## src/rtl/remote_channel_driver.sv

```systemverilog
// Drives the remote's four stick channels as 8-bit levels and PWM pins: arming passthrough, then slewed gesture tracking with failsafe.
// Latency: levels are registered (1 clk from initial_signal in ARMING); pwm_out is registered 1 clk after the count/duty compare.
// Backpressure: none; cmd_valid and arm_done are single-cycle strobes that are always accepted when meaningful.
module remote_channel_driver #(
    parameter int unsigned PWM_DIV   = 200,
    parameter int unsigned SLEW_STEP = 4,
    parameter int unsigned TIMEOUT   = 1 << 22,
    parameter logic [7:0]  CENTER    = 8'd128
) (
    input  logic       clock,
    input  logic       reset,
    input  logic [7:0] initial_signal,
    input  logic       arm_done,
    input  logic       cmd_valid,
    input  logic [7:0] cmd_throttle,
    input  logic [7:0] cmd_yaw,
    input  logic [7:0] cmd_pitch,
    input  logic [7:0] cmd_roll,
    output logic [7:0] lvl_throttle,
    output logic [7:0] lvl_yaw,
    output logic [7:0] lvl_pitch,
    output logic [7:0] lvl_roll,
    output logic [3:0] pwm_out,
    output logic [1:0] mode
);

    typedef enum logic [1:0] {
        ARMING   = 2'd0,
        RUN      = 2'd1,
        FAILSAFE = 2'd2
    } state_t;

    // Channel bundle, index 0 = throttle, 1 = yaw, 2 = pitch, 3 = roll (matches pwm_out bit order).
    typedef logic [3:0][7:0] chan_t;

    localparam int unsigned PRE_W = (PWM_DIV > 1) ? $clog2(PWM_DIV) : 1;
    localparam int unsigned TMO_W = $clog2(TIMEOUT + 1);
    localparam logic [PRE_W-1:0] PRE_LAST = PRE_W'(PWM_DIV - 1);
    localparam logic [TMO_W-1:0] TMO_LAST = TMO_W'(TIMEOUT - 1);
    localparam logic [8:0]       STEP9    = 9'(SLEW_STEP);
    // Safe resting position: throttle off, sticks centred.
    localparam chan_t            REST     = {CENTER, CENTER, CENTER, 8'd0};

    state_t           state_q;
    state_t           state_d;
    chan_t            lvl_q;
    chan_t            tgt_q;
    chan_t            duty_q;
    chan_t            cmd;
    logic [PRE_W-1:0] pre_q;
    logic [7:0]       cnt_q;
    logic [TMO_W-1:0] tmo_q;
    logic [3:0]       pwm_q;
    logic             tick;
    logic             boundary;
    logic             tmo_hit;

    assign cmd      = {cmd_roll, cmd_pitch, cmd_yaw, cmd_throttle};
    assign tick     = (pre_q == PRE_LAST);
    assign boundary = tick && (cnt_q == 8'hFF);
    assign tmo_hit  = (tmo_q == TMO_LAST);

    // Move one level toward its target by at most SLEW_STEP, never past the target and never outside 0..255.
    function automatic logic [7:0] slew_toward(input logic [7:0] lvl, input logic [7:0] tgt);
        logic [8:0] l9;
        logic [8:0] t9;
        logic [8:0] diff;
        logic [8:0] res;
        l9   = {1'b0, lvl};
        t9   = {1'b0, tgt};
        diff = '0;
        res  = l9;
        if (t9 > l9) begin
            diff = t9 - l9;
            res  = l9 + ((diff > STEP9) ? STEP9 : diff);
        end else if (l9 > t9) begin
            diff = l9 - t9;
            res  = l9 - ((diff > STEP9) ? STEP9 : diff);
        end
        if (res > 9'd255) begin
            res = 9'd255;
        end
        return res[7:0];
    endfunction

    // Mode register.
    always_ff @(posedge clock) begin
        if (reset) begin
            state_q <= ARMING;
        end else begin
            state_q <= state_d;
        end
    end

    // Mode transitions: a command arriving on the timeout cycle keeps the block in RUN.
    always_comb begin
        state_d = state_q;
        case (state_q)
            ARMING:   if (arm_done) state_d = RUN;
            RUN:      if (!cmd_valid && tmo_hit) state_d = FAILSAFE;
            FAILSAFE: if (cmd_valid) state_d = RUN;
            default:  state_d = ARMING;
        endcase
    end

    // PWM timebase: prescaler, 8-bit count and registered duty compare.
    always_ff @(posedge clock) begin
        if (reset) begin
            pre_q <= '0;
            cnt_q <= 8'd0;
            pwm_q <= 4'b0000;
        end else begin
            pre_q <= tick ? '0 : pre_q + PRE_W'(1);
            if (tick) begin
                cnt_q <= cnt_q + 8'd1;
            end
            for (int i = 0; i < 4; i++) begin
                pwm_q[i] <= (cnt_q < duty_q[i]);
            end
        end
    end

    // Duty capture: whole-period sampling, except throttle follows the arming level on every tick.
    always_ff @(posedge clock) begin
        if (reset) begin
            duty_q <= REST;
        end else begin
            if (boundary) begin
                duty_q <= lvl_q;
            end
            if (state_q == ARMING && tick) begin
                duty_q[0] <= lvl_q[0];
            end
        end
    end

    // Levels, targets and command timeout.
    always_ff @(posedge clock) begin
        if (reset) begin
            lvl_q <= REST;
            tgt_q <= REST;
            tmo_q <= '0;
        end else begin
            case (state_q)
                ARMING: begin
                    tgt_q <= REST;
                    tmo_q <= '0;
                    if (arm_done) begin
                        lvl_q <= REST;
                    end else begin
                        lvl_q <= {CENTER, CENTER, CENTER, initial_signal};
                    end
                end
                RUN: begin
                    if (boundary) begin
                        for (int i = 0; i < 4; i++) begin
                            lvl_q[i] <= slew_toward(lvl_q[i], tgt_q[i]);
                        end
                    end
                    if (cmd_valid) begin
                        tgt_q <= cmd;
                        tmo_q <= '0;
                    end else if (tmo_hit) begin
                        tgt_q <= REST;
                        tmo_q <= '0;
                    end else begin
                        tmo_q <= tmo_q + TMO_W'(1);
                    end
                end
                FAILSAFE: begin
                    tmo_q <= '0;
                    if (boundary) begin
                        for (int i = 0; i < 4; i++) begin
                            lvl_q[i] <= slew_toward(lvl_q[i], tgt_q[i]);
                        end
                    end
                    if (cmd_valid) begin
                        tgt_q <= cmd;
                    end
                end
                default: begin
                    lvl_q <= REST;
                    tgt_q <= REST;
                    tmo_q <= '0;
                end
            endcase
        end
    end

    assign lvl_throttle = lvl_q[0];
    assign lvl_yaw      = lvl_q[1];
    assign lvl_pitch    = lvl_q[2];
    assign lvl_roll     = lvl_q[3];
    assign pwm_out      = pwm_q;
    assign mode         = state_q;

endmodule

```

## config.mk

```make
export PLATFORM = sky130hd
export DESIGN_NAME = remote_channel_driver
export DESIGN_NICKNAME = d
export VERILOG_FILES = /design/src/rtl/remote_channel_driver.sv
export SDC_FILE = /design/constraint.sdc
export NUM_CORES = 1
export LEC_CHECK = 0
export ABC_AREA = 1
export CAP_MARGIN = 20
export CORE_UTILIZATION = 40
export DETAILED_ROUTE_END_ITERATION = 12
export MAX_ROUTING_LAYER = met4
export PLACE_DENSITY = 0.57
export REMOVE_ABC_BUFFERS = 1
export SLEW_MARGIN = 25
export SYNTH_ARGS = -nofsm -noshare
export SYNTH_HDL_FRONTEND = slang
export SYNTH_SLANG_ARGS = --single-unit
```

## constraint.sdc

```tcl
create_clock -name clock -period 4.8 [get_ports clock]
set_clock_uncertainty 0.15 [all_clocks]
set_input_delay 0.48 -clock clock [delete_from_list [all_inputs] [get_ports clock]]
set_output_delay 0.48 -clock clock [all_outputs]
set_load 0.005 [all_outputs]
```

==> Yosys cells after proc, flatten, opt, wreduce, memory -nomap -nowiden <==
Cells that the tools add are included.
{ "word_totals": {"regBits": 141, "elab_cells": 145, "inputBits": 44, "output_inout_bits": 38} }
{ "op_classes": {"reduce_logical": 11, "n_lt_le_gt_ge": 28, "bitwise_logic": 1, "add_sub_neg": 19, "n_eq_ne": 11, "n_mux": 58} }
{ "op_table": {"columns": ["cell", "count"], "rows": [
  ["$mux W9", 36],
  ["$mux W32", 5],
  ["$pmux W32 S3", 1],
  ["$mux W8", 11],
  ["$gt A9 B3 Y1 const B", 8],
  ["$gt A9 B8 Y1 const B", 8],
  ["$sub A8 B8 Y9", 8],
  ["$gt A8 B8 Y1", 8],
  ["$pmux W32 S2", 1],
  ["$add A8 B9 Y9", 4],
  ["$sub A8 B9 Y9", 4],
  ["$lt A8 B8 Y1", 4],
  ["$add A23 B1 Y23 const B", 1],
  ["$eq A23 B22 Y1 const B", 1],
  ["$add A8 B1 Y8 const B", 2],
  ["$eq A8 B8 Y1 const B", 2],
  ["$ne A2 B2 Y1 const B", 5],
  ["$mux W2", 3],
  ["$pmux W2 S3", 1],
  ["$reduce_and A2 Y1", 2],
  ["$reduce_or A4 Y1", 1],
  ["$logic_and A1 B1 Y1", 3],
  ["$ne A3 B3 Y1 const B", 1],
  ["$reduce_and A3 Y1", 1],
  ["other kinds (7)", 7]
]} }

==> Depth between registers and ports, before layout <==
Gate-level depths: netlist of the first run.
{ "depth": {"depth_word": 13, "ltp_mapped": 29, "mapped_depth_nobuf": 28} }

==> Least setup slack after synthesis of the first run <==
Ideal clock, no wire load.
{ "synth_path": {"path_type": "register to register", "start": "reg lvl_q (netlist bit lvl_roll[1])", "end": "reg lvl_q (netlist bit lvl_roll[0])", "setup_time_ps": 70, "path_slack_ps": 1214, "t_required_ps": 4580, "period_less_slack_ps": 3586, "arrival_ps": 3366, "n_path_buf": 0, "stages_incl_launch_ff": 22, "cell_sequence": "dfxtp_1 > inv_1 > fa_1 > o21ai_0 > inv_1 > o21ai_0 > xor2_1 > nor2_1 > nand3_1 > nor2_1 > ha_1 > inv_1 > fa_1 > nand2_1 > nand3_1 > a21oi_1 > nand3_1 > nand2_1 > nand2_2 > nand3_1 > nand2_1 > a21oi_1"} }
{ "synth_via": {"elab_chain_len": 13, "word_cells_on_any_way": 24, "cone_classes": "add/sub (4); order compare (6); mux (14)"} }
{ "synth_lines": {"columns": ["element", "line", "rtl"], "rows": [
  ["start: declaration", "46", "chan_t lvl_q;"],
  ["start signal: assignment", "151", "lvl_q <= {CENTER, CENTER, CENTER, initial_signal};"],
  ["start signal: indexed assignment", "157", "lvl_q[i] <= slew_toward(lvl_q[i], tgt_q[i]);"],
  ["start signal: indexed assignment", "174", "lvl_q[i] <= slew_toward(lvl_q[i], tgt_q[i]);"],
  ["$sub A8 B8 Y9", "77", "diff = l9 - t9;"],
  ["$gt A9 B3 Y1", "78", "res = l9 - ((diff > STEP9) ? STEP9 : diff);"],
  ["$mux W9", "78", null],
  ["$sub A8 B9 Y9", "78", null],
  ["$mux W9", "76", "end else if (l9 > t9) begin"],
  ["$mux W9 *", "73", "if (t9 > l9) begin"],
  ["$mux W9 *", "172", "if (boundary) begin"],
  ["$mux W9", "144", "case (state_q)"],
  ["$mux W9", "139", "if (reset) begin"],
  ["$gt A9 B8 Y1", "80", "if (res > 9'd255) begin"],
  ["$mux W8", "80", null],
  ["$mux W32, on equally long branches", "172, 155", null],
  ["$pmux W32 S3 *", "144", null]
]} }
Every way passes the cells marked *; elsewhere a longest branch is shown, timed or not. The select of a mux whose other input is x is not followed.
A chain may end at the register's enable or synchronous reset.

==> Final worst setup path of the first run <==
{ "layout_path": {"start": "reg lvl_q (netlist bit lvl_roll[1])", "end": "reg lvl_q (netlist bit lvl_roll[6])"} }
The elaborated chain is that of the path after synthesis.

==> impl_results.md, run 1 <==
- Status: finished clean
- Synth cell types: 54
- Die height: 185 µm
- CTS max path bufs: 2
- Total negative setup slack: 0 ns
- Ant diodes: 0
- HP Class: flop to flop
- Hold Startpoint: pre_q[0]
- Multi-input logic area: 9390 µm²
- GP Congestion: 0.975
- Predominant post-synthesis flop cell: dfxtp_1
- Post-Syn Area per Cell: 6.75 µm²
- Ports: 82
- DRC viols: 0
- Synthesized area: 13400 µm²
- Post-CTS Resized: 0
- Vias in the first global route: 12.0k
- Setup Viol. Count Final: 0
- Synth area leaders: dfxtp_1 (21%), ha_1 (16%), nand2_1 (12%)
- Row cnt: 66
- GRT Util Overall: 0.229
- Clk root buf: clkbuf_16
- Initial antenna violation count: 0
- EDFF count, synth: 0
- Storage cell area: 2820 µm²
- Setup bufs post-CTS: 0
- Total CTS buffers: 17
- Ratio of cells with drive above 1 in the final layout: 0.0689
- Nets: 2317
- Most frequent cells in the layout: nand2_1 (425), inv_1 (253), a21oi_1 (203)
- Effective utilization at floorplan: 0.409
- DP HPWL: 27800 µm
- Final ANT Viol Nets: 0
- Post-CTS Hold Buffers: 0
- Seq/Total Area, Yosys: 0.211
- Async set-reset flop share out of synthesis: 0
- Area growth, synth to finish: 14.7%
- Commonest non-fill, non-tap cell in the layout: nand2_1
- Number of max-cap violations: 0
- Seq cells post-synth: 141
- Pre-antenna DRT Iters: 5
- Initial DRC count: 766
- Critical Path Start Type: flop
- Fin. max-slew vios: 0
- Fin. Hold Viols: 0
- # fillers: 3461
- Fin crit share: 0.908
- Drt wl/cell: 14.5 µm
- Routed wire length: 37000 µm
- Post-Syn Instances: 1981
- RSZ-0062 raised after global routing: no
- Worst Hold Slack: 0.299 ns
- First-pass GRT wire length: 60500 µm
- Slew @ Worst Pin: 0.936 ns
- CP arrival: 4.57 ns
- Gr ovfl total: 0
- # port buffers: 81
- DR vias: 12.8k
- Critical path capture point type: flop
- CTS H-tree depth: 4
- CTS tree: done
- Width of the chip: 185 µm
- Area leader, netlist: dfxtp_1
- Largest net degree at the start of global routing: 70
- Slew headroom: 0.374
- Latest clock arrival within the worst-skew pair: 0.44 ns
- Critical path origin: lvl_roll[1]
- FMAX: 0.229 GHz
- Core ar.: 32700 µm²
- Die ar.: 34200 µm²
- Worst R2R Start: lvl_roll[1]
- Synth top area share: 0.211
- CP required: 5.01 ns
- Sink Count: 141
- Worst-path clk slew: 0.07 ns
- YS warnings: 0
- Via/cell ratio: 5.03
- Critical path class: flop to flop
- Min cycle time layout: 4.36 ns
- Crit path max fanout: 9
cell type report:
| cell class | count | share of cell area |
|---|---|---|
| sequential | 141 | 0.184 |
| inverter | 267 | 0.0659 |
| clock inverter | 14 | 0.0104 |
| clock buffer | 18 | 0.0280 |
| tap | 442 | 0.0361 |
| multi-input combinational | 1561 | 0.612 |
| timing repair buffer | 103 | 0.0633 |
layer usage:
| layer | share of wire | global-route usage | up-vias |
|---|---|---|---|
| li1 | - | - | 6701 |
| met1 | 0.49 | 0.301 | 5836 |
| met2 | 0.45 | 0.370 | 232 |
| met3 | 0.035 | 0.0242 | 48 |
| met4 | 0.020 | 0.0641 | 0 |
| met5 | 0 | - | - |
metrics by stage:
step | util | cell area (µm²) | cells | setup slack [ns]
after floorplan | - | 13200 | 1969 | 1.21
after global placement | 0.451 | 14700 | 2514 | 0.499
after global routing | 0.469 | 15300 | 2546 | 0.0347
final | 0.469 | 15300 | 2546 | 0.440
after CTS | 0.469 | 15300 | 2546 | 0.406
after detailed placement | 0.451 | 14700 | 2514 | 0.445
cells by family after synthesis:
group                      share of synthesized area
and+or+nand+nor                                0.305
other                                       0.000562
adders and majority gates                      0.179
DFF                                            0.211
xor gates and xnor gates                      0.0537
buffers and inverters                         0.0984
AOI/OAI and AO/OA                              0.152
sequential cells by signal (all words and copies together), names as in the netlist:
signal,cells
tmo_q,23
pre_q,8
pwm_out,4
lvl_pitch,8
mode,2
lvl_throttle,8
tgt_q,32
lvl_yaw,8
duty_q,32
cnt_q,8
lvl_roll,8
worst paths after layout:
kind,endpoint,slack (ns),cells after the start
min,pre_q[0],0.30,1
max,lvl_roll[6],0.44,21
min reg2reg,pre_q[0],0.30,1
max reg2reg,lvl_roll[6],0.44,21
cells in the mapped netlist, drive strengths merged, types with 2 or more instances:
master / n
a211oi: 2
a21o: 7
a21oi: 219
a31oi: 4
and2: 5
buf: 27
clkbuf: 25
conb: 2
dfxtp: 141
fa: 16
ha: 166
inv: 266
nand2: 446
nand3: 162
nand3b: 21
nand4: 43
nor2: 148
nor3: 27
nor3b: 10
nor4: 3
o211ai: 6
o21ai: 118
o21bai: 6
o221ai: 5
or2: 17
xnor2: 33
xor2: 49
critical path: stages, from the launching register on:
cell,delay (ns)
dfxtp_1,0.64
inv_1,0.24
fa_1,0.51
o21ai_0,0.37
inv_1,0.11
o21ai_0,0.20
xor2_1,0.09
nor2_1,0.11
nand3_1,0.14
nor2_1,0.12
ha_1,0.16
inv_1,0.06
fa_1,0.43
nand2_1,0.10
nand3_1,0.11
a21oi_1,0.16
nand3_1,0.09
nand2_1,0.08
nand2_2,0.12
nand2_1,0.11
nand2_1,0.06
a21oi_1,0.15
Power of run 1 is not shown: default switching activity piles up to over one toggle a cycle in this logic, so the estimate is an artifact.
==> inputs of run 2 (changes only) <==
--- a/config.mk
+++ b/config.mk
@@ -6,7 +6,6 @@
 export NUM_CORES = 1
 export LEC_CHECK = 0
 export ABC_AREA = 1
-export CAP_MARGIN = 20
 export CORE_UTILIZATION = 40
 export DETAILED_ROUTE_END_ITERATION = 12
 export MAX_ROUTING_LAYER = met4
==> results of run 2 <==
Final layout, timing and power as in run 1 (identical DEF).
Power of run 2 is left out for the same reason.
==> inputs of run 3 (changes only) <==
--- a/config.mk
+++ b/config.mk
@@ -6,6 +6,7 @@
 export NUM_CORES = 1
 export LEC_CHECK = 0
 export ABC_AREA = 1
+export ABC_CLOCK_PERIOD_IN_PS = 4800
 export CORE_UTILIZATION = 40
 export DETAILED_ROUTE_END_ITERATION = 12
 export MAX_ROUTING_LAYER = met4
==> results of run 3 <==
Final layout, timing and power as in run 1 (identical DEF).
Power of run 3 is left out for the same reason.
